## config.mk

```make
export PLATFORM = sky130hd
export DESIGN_NAME = int_to_float
export DESIGN_NICKNAME = d
export VERILOG_FILES = /design/src/rtl/int_to_float.sv
export SDC_FILE = /design/constraint.sdc
export NUM_CORES = 1
export LEC_CHECK = 0
export CORE_ASPECT_RATIO = 1.4
export CORE_MARGIN = 3
export CORE_UTILIZATION = 50
export DETAILED_ROUTE_END_ITERATION = 8
export GPL_TIMING_DRIVEN = 0
export PLACE_DENSITY_LB_ADDON = 0.08
export SYNTH_ARGS = -nofsm -noshare
export SYNTH_HDL_FRONTEND = slang
export SYNTH_SLANG_ARGS = --single-unit
```

## constraint.sdc

```tcl
create_clock -name clk -period 3.6 [get_ports clk]
set_input_delay 0.72 -clock clk [delete_from_list [all_inputs] [get_ports clk]]
set_output_delay 0.72 -clock clk [all_outputs]
set_load 0.02 [all_outputs]
```

## src/rtl/int_to_float.sv

```systemverilog
// int_to_float: multi-cycle 32-bit integer (signed or unsigned) to IEEE-754
// single-precision converter with round-to-nearest-even and a one-hot class
// code. One conversion in flight, valid/ready on both sides.
// Optional build macro INT_TO_FLOAT_FAST_NORM_EN: normalisation skips eight
// leading zeros per cycle while the top byte is clear. Results are identical
// either way; only the latency changes.
module int_to_float #(
  parameter int BIAS  = 127,
  parameter int INT_W = 32
) (
  input  logic             clk,
  input  logic             reset,
  input  logic             in_valid,
  output logic             in_ready,
  input  logic [INT_W-1:0] in_data,
  input  logic             in_signed,
  output logic             out_valid,
  input  logic             out_ready,
  output logic [31:0]      out_float,
  output logic [4:0]       out_type
);

  typedef enum logic [1:0] {
    S_IDLE  = 2'd0,
    S_NORM  = 2'd1,
    S_ROUND = 2'd2,
    S_DONE  = 2'd3
  } state_t;

  // Exponent of a value whose leading one sits in bit 31 before normalising.
  localparam logic [8:0] EXP_INIT    = 9'(BIAS + INT_W - 1);
  localparam logic [4:0] TYPE_ZERO   = 5'b00001;
  localparam logic [4:0] TYPE_NORMAL = 5'b00010;

  state_t      state_q, state_d;
  logic [31:0] mag_q, mag_d;
  logic [8:0]  exp_q, exp_d;
  logic        sign_q, sign_d;
  logic [31:0] out_float_q, out_float_d;
  logic [4:0]  out_type_q, out_type_d;

  logic        acc_sign;
  logic [31:0] acc_mag;
  logic [23:0] rnd;
  logic [7:0]  exp_r;

  // Round-to-nearest-even on a normalised magnitude whose implicit one has
  // already been dropped. Bit 23 of the result is the mantissa carry-out.
  function automatic logic [23:0] round_rne(input logic [30:0] m);
    logic [22:0] mant;
    logic        guard;
    logic        sticky;
    logic        up;
    mant   = m[30:8];
    guard  = m[7];
    sticky = |m[6:0];
    up     = guard & (sticky | mant[0]);
    return {1'b0, mant} + {23'd0, up};
  endfunction

  // Operand capture: sign and magnitude of the incoming integer. The most
  // negative signed value negates to itself, which is the correct magnitude.
  assign acc_sign = in_signed & in_data[31];
  assign acc_mag  = acc_sign ? (~in_data + 32'd1) : in_data;

  // Rounding of the normalised magnitude; a carry-out bumps the exponent.
  assign rnd   = round_rne(mag_q[30:0]);
  assign exp_r = exp_q[7:0] + {7'd0, rnd[23]};

  // Next-state logic for the converter FSM and its datapath registers.
  always_comb begin
    state_d     = state_q;
    mag_d       = mag_q;
    exp_d       = exp_q;
    sign_d      = sign_q;
    out_float_d = out_float_q;
    out_type_d  = out_type_q;
    case (state_q)
      S_IDLE: begin
        if (in_valid) begin
          sign_d = acc_sign;
          mag_d  = acc_mag;
          exp_d  = EXP_INIT;
          if (acc_mag == 32'd0) begin
            sign_d      = 1'b0;
            out_float_d = 32'd0;
            out_type_d  = TYPE_ZERO;
            state_d     = S_DONE;
          end else begin
            state_d = S_NORM;
          end
        end
      end
      S_NORM: begin
        if (mag_q[31]) begin
          state_d = S_ROUND;
        end
`ifdef INT_TO_FLOAT_FAST_NORM_EN
        else if (mag_q[31:24] == 8'd0) begin
          mag_d = mag_q << 8;
          exp_d = exp_q - 9'd8;
        end
`endif
        else begin
          mag_d = mag_q << 1;
          exp_d = exp_q - 9'd1;
        end
      end
      S_ROUND: begin
        out_float_d = {sign_q, exp_r, rnd[22:0]};
        out_type_d  = TYPE_NORMAL;
        state_d     = S_DONE;
      end
      S_DONE: begin
        if (out_ready) state_d = S_IDLE;
      end
      default: state_d = S_IDLE;
    endcase
  end

  // State and datapath registers; reset abandons any conversion in flight.
  always_ff @(posedge clk or posedge reset) begin
    if (reset) begin
      state_q     <= S_IDLE;
      mag_q       <= 32'd0;
      exp_q       <= 9'd0;
      sign_q      <= 1'b0;
      out_float_q <= 32'd0;
      out_type_q  <= 5'd0;
    end else begin
      state_q     <= state_d;
      mag_q       <= mag_d;
      exp_q       <= exp_d;
      sign_q      <= sign_d;
      out_float_q <= out_float_d;
      out_type_q  <= out_type_d;
    end
  end

  assign in_ready  = (state_q == S_IDLE);
  assign out_valid = (state_q == S_DONE);
  assign out_float = out_float_q;
  assign out_type  = out_type_q;

endmodule

```

==> reports/metrics.cfg <==
[status]
status=finished, violations left
failed_checks=negative setup slack

[cts]
cts_hold_buf=0
clkLatencyLatePin_ns=0.34
cts_tree=yes
path_clk_slew_ns=0.06
numCtsBuffers=9
cts-root-buf=clkbuf_16
ctsLongestPathBuffers=2
clock_sinks=77
h-tree-depth=3

[sta]
post-route-period-util=1.03
min_period_ns=3.71
slew_headroom=0.371
rsz0062_at_grt=true
fin_ws_ns=-0.114
setup_viol=32
worst_pin_slew_ns=0.935
maxSlewViolCount=0
fin_skew_ns=0.00601
setup_tns_ns=-1.56
hold_viol=0
fmax_mhz=269

[yosys]
syn_area_mm2=0.00589
synth-seq-cells=77
netlist.area_leader.share=0.327
yosysMostFrequentCell=dfrtp_1
yosys_warnings=0
seq_area_frac_synth=0.327
synth_top_cells_by_area=dfrtp_1 33%, o31ai_2 6.6%, nand3_2 5.1%, o21ai_0 4.2%, nand2_1 4.1%
ys_async_sr_fraction=1.00
ys_top_cells_by_count=77 x dfrtp_1, 65 x nand2_1, 57 x nor2_1
synth-edff-count=0
ys.flop_type=dfrtp_1
synthCells=693
avgSynthCellArea_um2=8.50
synth.largest_area_cell=dfrtp_1
ys_types=62

[place]
place_area_mm2=0.00676
portBuffers=65
globalplace.congestion=0.980
dp_hpwl_um=14800
placedCellCount=905

[worst_setup_path]
critPathKind=in2reg
cp.required_ns=3.78
cp_data_arrival_time_ns=3.90
reg2regPathDepth=11
worst_setup_path_end_kind=register
cp-start-kind=input pin
crit_fanout=8

[drt]
drc=0
vias=6031
drt-initial-drc-count=472
first_pass_iters=5
wl_um=20400
post_drt_wl_per_cell_um=21.3
final_antenna_net_count=0
viasPerCell=6.30

[hold_path]
worstHoldPathCells=2
hold_class=reg2reg

[power]
power_frac_seq=0.297
p_total_mw=5.36
switching_share=0.458
p_switching_mw=2.46
p_int_mw=2.90
p_per_area_mw_per_mm2=682
p_leak_nw=3.19
p_clk_frac=0.172
comb_power_share=0.531
vdd_ir_drop_max_mv=0.307

[die]
fp-row-count=46
dieArea_mm2=0.0131
chipWidth_um=97.7
io_pins=76
start_util=0.517
fp.dieH_um=134
design.core.area_mm2=0.0114

[finish]
final_cells=958
area_growth_pct=33.4
seqCellArea_mm2=0.00193
multi_input_area_mm2=0.00391
fillers=934
n_antenna_cell=0
fin_area_mm2=0.00786
final_nets=855
drive_above_1_share=0.242

[global_route]
grt_max_degree=54
antenna_found_initial=0
grt_pass1_wl_um=31600
track_usage=0.305
grt_overflow=0
first_global_vias=5909

[run]
drv_cap=0

## layout by cell type (no fill, tap or decap), types with 11 or more instances in the layout
master	instances
nand4_1	12
o31ai_2	31
a31oi_1	36
nor2_1	56
buf_4	43
nand3_2	23
clkbuf_1	36
nand3_1	33
a21oi_1	11
nand2_1	64
xor2_1	24
clkdlybuf4s50_1	47
and3_1	15
dfrtp_1	77
nor4_1	12
xnor2_1	22
inv_1	19
o21ai_0	48
## flip-flops by register name, indices dropped and copies added (netlist names)
register,count
sign_q,1
out_float,32
state_q,2
out_type,2
mag_q,32
exp_q,8
## critical path, stage by stage
cell and delay [ns]:
buf_8 0.10, or4_4 0.58, or4_4 0.56, buf_8 0.16, a22o_1 0.23, nor4b_4 0.28
nand4_1 0.16, or4_4 0.60, buf_12 0.18, clkbuf_16 0.16, nand3_2 0.08, o31ai_2 0.08
## timing repair
| item | CTS | global route |
|---|---|---|
| setup endpoints to repair | 40 | 34 |
| buffers inserted | 29 | 8 |
| pin swaps | 28 | 18 |
| resized for setup | 109 | 34 |
| gates cloned | 3 | 1 |
## power by group through the flow
stage                     combinational [mW]  sequential, mW  clock (mW)
final                                   2.84            1.59       0.923
after global routing                    3.06            1.64       0.967
after CTS                               2.77            1.57       0.922
after detailed placement                2.65            1.58           0
after global placement                  2.58            1.56           0
after floorplan                         1.62            1.67           0
## cell families (layout without fill, tap and decap cells)
logic type | count (synthesis) | count (layout) | share of synthesized area
AOI/OAI and AO/OA | 170 | 170 | 0.213
xor gates and xnor gates | 51 | 51 | 0.0759
adders and majority gates | 9 | 9 | 0.0191
buffers and inverters | 84 | 203 | 0.0725
DFF | 77 | 77 | 0.327
muxes | 4 | 4 | 0.00722
other | 1 | 3 | 0.000637
and+or+nand+nor | 297 | 297 | 0.285
## layer usage
metal | up-vias | wire length (um) | track usage
met2 | 285 | 11000 | 0.579
met3 | 88 | 984 | 0.0494
li1 | 2767 | - | -
met4 | 0 | 1350 | 0.179
met1 | 2891 | 7060 | 0.310
met5 | - | 0 | 0
## layout make-up
type,count,area share
inverters,22,0.0115
plain buffers,58,0.0476
multi-input cells,534,0.497
repair buffers,107,0.137
clock inverters,3,0.00558
flip-flops and latches,77,0.245
clock buffers,13,0.0331
well taps,144,0.0229
## worst paths after layout
kind	slack (ns)	to	startpoint
worst max-delay path	-0.11	out_float[1]	in_data[6]
worst min-delay path	0.51	mag_q[3]	mag_q[3]
worst max register to register	0.52	out_float[1]	state_q[0]
worst min register to register	0.51	mag_q[3]	mag_q[3]
max in group asynchronous	2.30	out_float[26]	reset
min in group asynchronous	0.72	out_float[2]	reset
## per-stage QoR
| stage | hold slack [ns] | utilization | worst slack [ns] |
|---|---|---|---|
| after floorplan | 0.449 | - | 0.00134 |
| after global placement | 0.489 | 0.590 | -1.35 |
| after detailed placement | 0.489 | 0.593 | -1.37 |
| after CTS | 0.503 | 0.668 | -0.0492 |
| after global routing | 0.532 | 0.689 | -0.164 |
| final | 0.507 | 0.689 | -0.114 |
No activity file was read; power rests on OpenSTA's default activity.
